### src/rtl/mem_port_arbiter.sv
// Two-port sequencer/arbiter for the single Pmmu memory port (IDLE -> ACCESS -> ACK).
// Define ARB_ROUND_ROBIN_EN for round-robin arbitration; default build is fixed priority (port 0).
module mem_port_arbiter #(
  parameter int DATA_WIDTH     = 32,
  parameter int ADDR_WIDTH     = 32,
  parameter int TIMEOUT_CYCLES = 255
) (
  input  logic                  clk_i,
  input  logic                  reset_i,
  input  logic                  p0_req_i,
  input  logic                  p0_wr_i,
  input  logic [ADDR_WIDTH-1:0] p0_addr_i,
  input  logic [DATA_WIDTH-1:0] p0_wd_i,
  input  logic [2:0]            p0_funct3_i,
  output logic [DATA_WIDTH-1:0] p0_rd_o,
  output logic                  p0_ack_o,
  output logic                  p0_err_o,
  output logic                  p0_busy_o,
  input  logic                  p1_req_i,
  input  logic                  p1_wr_i,
  input  logic [ADDR_WIDTH-1:0] p1_addr_i,
  input  logic [DATA_WIDTH-1:0] p1_wd_i,
  input  logic [2:0]            p1_funct3_i,
  output logic [DATA_WIDTH-1:0] p1_rd_o,
  output logic                  p1_ack_o,
  output logic                  p1_err_o,
  output logic                  p1_busy_o,
  output logic [ADDR_WIDTH-1:0] mem_addr_o,
  output logic [DATA_WIDTH-1:0] mem_wd_o,
  output logic [2:0]            mem_funct3_o,
  output logic                  mem_wr_o,
  output logic                  mem_rd_o,
  input  logic [DATA_WIDTH-1:0] mem_rd_i,
  input  logic                  mem_rdy_i
);

  localparam logic [7:0] TMO_LAST = 8'(TIMEOUT_CYCLES - 1);

  typedef enum logic [1:0] {IDLE = 2'd0, ACCESS = 2'd1, ACK = 2'd2} state_t;

  state_t                       state, state_nxt;
  logic [1:0]                   req, ack;
  logic                         sel, owner, wr_q;
  logic [ADDR_WIDTH-1:0]        addr_q;
  logic [DATA_WIDTH-1:0]        wd_q;
  logic [2:0]                   f3_q;
  logic [7:0]                   cnt;
  logic [1:0][DATA_WIDTH-1:0]   rd_q;
  logic [1:0]                   err_q;
  logic                         done_ok, done_tmo;

  assign req      = {p1_req_i, p0_req_i};
  assign done_ok  = (state == ACCESS) && mem_rdy_i;
  // cnt counts completed wait cycles, so the TIMEOUT_CYCLES-th ACCESS cycle aborts
  assign done_tmo = (state == ACCESS) && !mem_rdy_i && (cnt == TMO_LAST);

`ifdef ARB_ROUND_ROBIN_EN
  logic last_owner;

  assign sel = (&req) ? ~last_owner : ~req[0];

  always_ff @(posedge clk_i or negedge reset_i) begin
    if (!reset_i)           last_owner <= 1'b1;
    else if (state == ACK)  last_owner <= owner;
  end
`else
  assign sel = ~req[0];
`endif

  always_ff @(posedge clk_i or negedge reset_i) begin
    if (!reset_i) state <= IDLE;
    else          state <= state_nxt;
  end

  always_comb begin
    state_nxt = state;
    case (state)
      IDLE:    if (|req) state_nxt = ACCESS;
      ACCESS:  if (done_ok || done_tmo) state_nxt = ACK;
      ACK:     state_nxt = IDLE;
      default: state_nxt = IDLE;
    endcase
  end

  always_comb begin
    mem_rd_o = 1'b0;
    mem_wr_o = 1'b0;
    ack      = 2'b00;
    case (state)
      ACCESS: begin
        mem_wr_o = wr_q;
        mem_rd_o = ~wr_q;
      end
      ACK:     ack = owner ? 2'b10 : 2'b01;
      default: ;
    endcase
  end

  always_ff @(posedge clk_i or negedge reset_i) begin
    if (!reset_i) begin
      owner  <= 1'b0;
      wr_q   <= 1'b0;
      addr_q <= '0;
      wd_q   <= '0;
      f3_q   <= '0;
      cnt    <= '0;
      rd_q   <= '0;
      err_q  <= '0;
    end else begin
      if (state == IDLE && |req) begin
        owner  <= sel;
        wr_q   <= sel ? p1_wr_i     : p0_wr_i;
        addr_q <= sel ? p1_addr_i   : p0_addr_i;
        wd_q   <= sel ? p1_wd_i     : p0_wd_i;
        f3_q   <= sel ? p1_funct3_i : p0_funct3_i;
        cnt    <= '0;
      end
      if (state == ACCESS) cnt <= cnt + 8'd1;
      if (done_ok) begin
        if (!wr_q) rd_q[owner] <= mem_rd_i;
        err_q[owner] <= 1'b0;
      end
      if (done_tmo) err_q[owner] <= 1'b1;
    end
  end

  assign mem_addr_o   = addr_q;
  assign mem_wd_o     = wd_q;
  assign mem_funct3_o = f3_q;

  assign p0_rd_o   = rd_q[0];
  assign p1_rd_o   = rd_q[1];
  assign p0_ack_o  = ack[0];
  assign p1_ack_o  = ack[1];
  assign p0_err_o  = err_q[0];
  assign p1_err_o  = err_q[1];
  // gated by reset so every output reads 0 while reset is held
  assign p0_busy_o = p0_req_i & ~ack[0] & reset_i;
  assign p1_busy_o = p1_req_i & ~ack[1] & reset_i;

endmodule

### config.mk
export PLATFORM = sky130hd
export DESIGN_NAME = mem_port_arbiter
export DESIGN_NICKNAME = d
export VERILOG_FILES = /design/src/rtl/mem_port_arbiter.sv
export SDC_FILE = /design/constraint.sdc
export NUM_CORES = 1
export LEC_CHECK = 0
export ABC_AREA = 1
export CAP_MARGIN = 15
export CELL_PAD_IN_SITES_DETAIL_PLACEMENT = 0
export CELL_PAD_IN_SITES_GLOBAL_PLACEMENT = 1
export CORE_ASPECT_RATIO = 0.9
export CORE_MARGIN = 4
export CORE_UTILIZATION = 31
export CTS_CLUSTER_SIZE = 40
export DETAILED_ROUTE_END_ITERATION = 7
export PLACE_DENSITY_LB_ADDON = 0.08
export SETUP_SLACK_MARGIN = 0.2
export SLEW_MARGIN = 20
export SYNTH_ARGS = -nofsm -noshare
export SYNTH_HDL_FRONTEND = slang
export SYNTH_SLANG_ARGS = --single-unit
### constraint.sdc
create_clock -name clk_i -period 2.4 [get_ports clk_i]
set_input_delay 0.36 -clock clk_i [delete_from_list [all_inputs] [get_ports clk_i]]
set_output_delay 0.36 -clock clk_i [all_outputs]
set_load 0.02 [all_outputs]
# [After elaboration in Yosys (flattened, before gate mapping)]
# Cells that the tools add are included.
[op_classes] n_addsub=1 order_cmp=2 eq_ne=5 n_mux=20 bitwise_logic=11 reduce_logical=12
[op_table] op="2-to-1 mux 32 bit" count=3
[op_table] op="bitwise mux 64 bit" count=1
[op_table] op="demux 32 bit (select 1 bit)" count=1
[op_table] op="2-to-1 mux 8 bit" count=2
[op_table] op="2-to-1 mux 2 bit" count=6
[op_table] op="adder 8 x 1 -> 8 bit (second input constant)" count=1
[op_table] op="== test 8 bit (second input constant)" count=1
[op_table] op="logical AND 1 bit" count=5
[op_table] op="AND 1 bit" count=4
[op_table] op="2-to-1 mux 1 bit" count=4
[op_table] op="inverter 1 bit" count=4
[op_table] op="one-hot mux 2 bit (2 select lines)" count=1
[op_table] op="AND reduction 2 bit" count=2
[op_table] op="2-to-1 mux 3 bit" count=1
[op_table] op="AND 2 bit" count=1
[op_table] op="== test 2 x 1 -> 1 bit (second input constant)" count=1
[op_table] op="== test 2 bit (second input constant)" count=1
[op_table] op="logical NOT 2 bit" count=1
[op_table] op="less-than comparator 1 x 2 -> 1 bit (second input constant)" count=1
[op_table] op="!= test 2 x 1 -> 1 bit (second input constant)" count=1
[op_table] op="!= test 2 bit (second input constant)" count=1
[op_table] op="inverter 2 bit" count=1
[op_table] op="OR 2 bit" count=1
[op_table] op="nonzero test 2 bit" count=1
[op_table] op="5 further kinds" count=5
[word_totals] register_bits=145 in_bits=173

# [Longest topological paths before layout]
# Gate-level depths: netlist of run 1.
[logic_depth] word_depth=9 mapped_depth=7 ltp_nobuf=7

# [Least setup slack after synthesis of run 1]
# OpenSTA, ideal clock, no wires.
[synth_path] path_type="flip-flop to output port" start="reg state[1]" end="out mem_rd_o" t_arrival_ns=1.062 required_ns=2.040 path_slack_ns=0.978 path_stages_with_launch=5 n_path_buf=1 path_cell_list="dfrtp_1 > inv_1 > nand2_1 > clkbuf_1 > nor2_1"
[synth_via] elab_chain_len=2
[synth_lines] item="from (decl)" line_no="41" source="state_t state, state_nxt;"
[synth_lines] item="from (signal assigned)" line_no="72" source="else state <= state_nxt;"
[synth_lines] item="== test 2 x 1 -> 1 bit" line_no="89" source="case (state)"
[synth_lines] item="2-to-1 mux 1 bit" line_no="89"
[synth_lines] item="to (decl)" line_no="32" source="output logic mem_rd_o,"
# No other way between the ends.

# [Worst setup path in the final report of run 1]
[layout_path] start="reg state[0]" end="out p0_ack_o"
[layout_via] elab_chain_len=2
[layout_lines] item="== test 2 bit" line_no="89"
[layout_lines] item="2-to-1 mux 2 bit" line_no="89"
[layout_lines] item="to (decl)" line_no="16" source="output logic p0_ack_o,"
# No other way between the ends.

==> impl_results.md, run 1 <==
* Routed len/inst at 14.9 µm
* Core Util, Final at 50.5%
* HP Class: input pin to asynchronous set/reset pin
* Critical Path Most Common Cell: inv_1
* Status: finished clean
* CTS H-tree lvls at 4
* #FFs+latches synth at 145
* Sw frac at 41.1%
* Slew Limit Fails at 0
* Initial antenna violation count at 2
* Layout area overhead at 58.5%
* Die area at 24100 µm²
* Worst Setup End Kind: output pin
* WL final at 21900 µm
* Clock latency at the later pin of the worst-skew pair at 420 ps
* Die height at 148 µm
* Final critical-path share of the clock period at 86.6%
* Share of total power in sequential cells at 32.1%
* WHS at 51.0 ps
* Critical Path Start Type: register
* Final number of setup-violating endpoints at 0
* Flop-to-flop setup slack at 830 ps
* Synth unique cells at 18
* Synth Warn # at 0
* Final Power at 12.8 mW
* Worst-path clk slew at 70 ps
* Cts hold-fix bufs at 0
* Hold Vio Cnt, Final at 0
* Syn_nets at 1056
* Finished Layout Cells at 1474
* Final setup TNS at 0 ps
* Post-layout net count at 1348
* Via count at 6418
* Die width at 163 µm
* Largest stage delay, worst path at 590 ps
* Synthesized cell area at 6720 µm²
* Gr usage total at 18.2%
* Commonest cells after routing, fill and taps aside: nand2_1, clkdlybuf4s50_1, dfrtp_1, inv_1, nand3_1
* Clk pwr share at 19.5%
* Post-DRT Antenna Nets at 0
* Most common cell after layout, fill and taps aside: nand2_1
* GPL Wtd Cong at 0.753
* First-pass GRT wire length at 34700 µm
* Num CTS Buffers at 17
* Initial Utilization at 31.9%
* Fill cells at 2082
* Synth Area per Inst at 7.63 µm²
* Fraction of layout cells with a size suffix above 1 at 4.13%
* Synth area leaders: dfrtp_1, nand2_1, nand3_1, o21ai_0, inv_1
* Drt initial violations at 403
* DRC viols at 0
* Leading area contributor after synthesis: dfrtp_1
* TritonRoute pass-1 iters at 5
* Grt ovf at 0
* Setup bufs post-CTS at 0
* Yosys top cell area share at 54.0%
* Logic gate share of total power at 48.4%
* Worst Tran Pin Value at 839 ps
* Placed Cells incl. Taps at 1440
* Cell Int Power at 7.57 mW
* Slowest-stage cell, CP: clkdlybuf4s50_1
* Row Count at 50
* IO buf count at 311
* Largest net degree at the start of global routing at 146
* CP required at 2040 ps
* Sw Pwr at 5.27 mW
* CTS root buf: clkbuf_16
* CTS tree: yes
* Worst EP arrival at 1720 ps
* Kind of critical path: register to output pin
* Synth Instances at 881
* Via/cell ratio at 4.35
* PD cells at 1210 nW/µm²
* Seq/Total Area, Yosys at 54.0%
* Minimum clock period at 2080 ps
* Clk buf depth at 2
* Rel. slew slack at 44.1%
* Clock Skew at 8.91 ps
* Core area at 21100 µm²
* Max-cap check violation count at 0
* Critical Path Fanout Max at 3
* DP HPWL at 15200 µm
* Number of global-route vias before repair at 6231
* CTS Sinks at 145
* RSZ-0062 raised after global routing: no
* Achievable Freq at 481 MHz
* IO Count at 312
* Worst-path cell chain: inv_1 -> nand3_1 -> inv_1 -> clkdlybuf4s50_1
* VDD IR max at 411 µV
* Static Leak at 5.33 nW
cells in the mapped netlist:
master	n
o21ai_0	79
o21bai_1	2
inv_2	1
clkbuf_1	26
buf_4	5
nor2_4	2
nor2_1	11
nand2_1	423
buf_6	4
inv_1	82
buf_2	15
nand4_1	1
dfrtp_1	145
xnor2_1	1
o21ai_4	1
nand3_1	80
clkinv_1	1
ha_1	2
sequential cells by signal (all words and copies together), names as in the netlist, named ones only:
register / flops
wr_q: 1
state: 2
cnt: 8
owner: 1
mem_wd_o: 32
p0_rd_o: 32
err_q: 1
mem_funct3_o: 3
mem_addr_o: 32
p1_rd_o: 32
power by group through the flow:
stage	Combinational [mW]	Clock, mW	Sequential, mW
3_3_place_gp	6.30	0	4.13
2_1_floorplan	1.91	0	5.34
5_1_grt	6.78	2.72	4.28
6_report	6.21	2.50	4.13
3_5_place_dp	6.33	0	4.14
4_1_cts	6.34	2.58	4.14
final timing paths:
| check | endpoint | from | cells past startpoint |
|---|---|---|---|
| max | p0_ack_o | state[0] | 4 |
| min | p0_rd_o[29] | reset_i | 2 |
| max reg2reg | p0_rd_o[17] | state[1] | 8 |
| min reg2reg | mem_addr_o[27] | mem_addr_o[27] | 2 |
| max in group asynchronous | mem_addr_o[28] | reset_i | 2 |
| min in group clk_i | mem_wd_o[16] | p0_req_i | 4 |
metal layers:
layer	wire, µm	vias to the layer above	track usage, %
li1	-	3296	-
met1	9580	2898	23.8
met2	10000	204	28.5
met3	1960	20	6.89
met4	331	0	5.07
met5	0	-	0
logic make-up after synthesis:
kind of cell | Yosys count | synth area share, %
AND/OR/NAND/NOR | 517 | 30.6
flip-flops | 145 | 54.0
adder cells (fa/ha/maj) | 2 | 0.372
AO/OA/AOI/OAI | 82 | 6.35
XOR/XNOR | 1 | 0.130
buffers and inverters | 134 | 8.49
per-stage QoR:
step | instance area, µm² | worst slack (ps)
final | 10600 | 321
after global routing | 10600 | 210
after CTS | 10600 | 235
after detailed placement | 10100 | 402
after global placement | 10100 | 409
after floorplan | 6720 | 978
critical path: cells and delay by family, from the launching register on:
family	cells	cell delay [ps]
buffers and inverters	3	790
DFF	1	390
and+or+nand+nor	1	120
cell type report:
class	count	area (µm²)	share of cell area, %
flip-flops and latches	145	3630	34.1
repair buffers	323	3270	30.7
multi-input cells	602	2520	23.7
clock inverters	14	120	1.13
clock buffers	18	429	4.03
inverters	84	315	2.96
diodes	2	5.00	0.0470
well taps	286	358	3.36
what timing repair did:
item	4_1_cts	5_1_grt
pin swaps	0	0
resized for setup	1	3
endpoints found under the setup margin	1	3
No activity file was read; power rests on OpenSTA's default activity.
==> inputs of run 2 (changes only) <==
--- a/config.mk
+++ b/config.mk
@@ -15,6 +15,7 @@
 export CTS_CLUSTER_SIZE = 40
 export DETAILED_ROUTE_END_ITERATION = 7
 export PLACE_DENSITY_LB_ADDON = 0.08
+export RECOVER_POWER = 50
 export SETUP_SLACK_MARGIN = 0.2
 export SLEW_MARGIN = 20
 export SYNTH_ARGS = -nofsm -noshare
==> impl_results.md, run 2 (synthesized netlist as in run 1, its figures left out) <==
* Cell family with most CP delay: buffers and inverters
* Rel. slew slack at 37.6%
* TritonRoute pass-1 iters at 4
* Die area at 24100 µm²
* Core area at 21100 µm²
* CTS tree: yes
* GPL Wtd Cong at 0.753
* Worst-path cell chain: inv_1 -> nand3_1 -> inv_1 -> clkdlybuf4s50_1
* Row Count at 50
* DP HPWL at 15200 µm
* FF-to-FF path depth at 8
* Status: finished clean
* Minimum clock period at 2080 ps
* Clock latency at the later pin of the worst-skew pair at 420 ps
* Slowest-stage cell, CP: clkdlybuf4s50_1
* Layout area overhead at 58.0%
* HP Class: input pin to asynchronous set/reset pin
* Largest stage delay, worst path at 590 ps
* Initial antenna violation count at 2
* Fraction of layout cells with a size suffix above 1 at 3.79%
* Flop-to-flop setup slack at 560 ps
* Via count at 6435
* Gr usage total at 18.2%
* Fill cells at 2088
* Hold Vio Cnt, Final at 0
* Critical Path Start Type: register
* CTS Sinks at 145
* RSZ-0062 raised after global routing: no
* CTS root buf: clkbuf_16
* Worst Tran Pin Value at 936 ps
* RR Startpoint: state[1]
* R2r endpoint: p0_rd_o[17]
* Grt ovf at 0
* Worst-path clk slew at 70 ps
* Kind of critical path: register to output pin
* Die height at 148 µm
* Final number of setup-violating endpoints at 0
* Worst EP arrival at 1720 ps
* Clk buf depth at 2
* Via/cell ratio at 4.36
* Post-DRT Antenna Nets at 0
* Crit path buf inv count at 3
* IO Count at 312
* Final Power at 12.8 mW
* PD cells at 1210 nW/µm²
* CTS H-tree lvls at 4
* Worst Setup End Kind: output pin
* Final Cell Area at 10600 µm²
* Die width at 163 µm
* Post-layout net count at 1348
* IO buf count at 311
* Final critical-path share of the clock period at 86.8%
* Largest net degree at the start of global routing at 146
* Achievable Freq at 480 MHz
* Commonest cells after routing, fill and taps aside: nand2_1, clkdlybuf4s50_1, dfrtp_1, inv_1
* Final setup TNS at 0 ps
* WL final at 22000 µm
* Most common cell after layout, fill and taps aside: nand2_1
* Num CTS Buffers at 17
* Number of global-route vias before repair at 6231
* Max-cap check violation count at 0
* Routed len/inst at 14.9 µm
* Clock Skew at 8.05 ps
* Static Leak at 5.32 nW
* DRC viols at 0
* Slew Limit Fails at 0
* Setup bufs post-CTS at 0
* Critical Path Most Common Cell: inv_1
* Placed cell areas at 10100 µm²
* Critical Path Fanout Max at 3
* Initial Utilization at 31.9%
* VDD IR max at 410 µV
* Cts hold-fix bufs at 0
* Drt initial violations at 397
* CP required at 2040 ps
* First-pass GRT wire length at 34700 µm
* Core Util, Final at 50.3%
-- run 2: layer usage --
layer  wire, µm  global-route usage [%]  vias to the layer above
li1           -                       -                     3298
met1       9620                    23.8                     2907
met2      10000                    28.5                      211
met3       2000                    6.89                       19
met4        309                    5.07                        0
met5          0                       0                        -
-- run 2: worst reg2reg max path, delay by kind of cell (launching register included) --
family	cells	cell delay (ps)
simple gates	5	520
buf+inv	3	820
flops	1	440
-- run 2: through the flow --
| stage | hold WS [ps] | setup WS, ps | std cells |
|---|---|---|---|
| global route | 347 | 202 | 1473 |
| finish | 242 | 317 | 1475 |
| detailed placement | 464 | 402 | 1440 |
| global placement | 461 | 409 | 1440 |
| CTS | 132 | 235 | 1472 |
| floorplan | 64.4 | 978 | 881 |
-- run 2: area by class of cell --
class | count | area, µm² | area share, %
sequential | 145 | 3630 | 34.2
clock buffer | 18 | 429 | 4.04
timing repair buffer | 323 | 3250 | 30.6
multi-input combinational | 602 | 2510 | 23.6
inverter | 84 | 315 | 2.97
clock inverter | 14 | 120 | 1.13
tap | 286 | 358 | 3.37
antenna | 3 | 7.51 | 0.0707
-- run 2: what timing repair did --
action | in CTS | in global routing
endpoints found under the hold margin | 0 | 0
setup endpoints to repair | 1 | 3
gates resized for setup | 1 | 3
-- run 2: how the worst max path moves through the flow --
stage / cells after the start / from / slack [ps] / end
5_1_grt: 5 / owner / 200 / p0_busy_o
3_3_place_gp: 4 / p1_req_i / 410 / p1_busy_o
4_1_cts: 4 / owner / 230 / p1_ack_o
6_report: 4 / state[0] / 320 / p0_ack_o
2_1_floorplan: 4 / state[1] / 980 / mem_rd_o
3_5_place_dp: 4 / p1_req_i / 400 / p1_busy_o
-- run 2: report_power, final --
| part | internal [mW] | switching, mW |
|---|---|---|
| logic | 2.67 | 3.50 |
| registers | 3.51 | 0.619 |
| clock network | 1.35 | 1.14 |
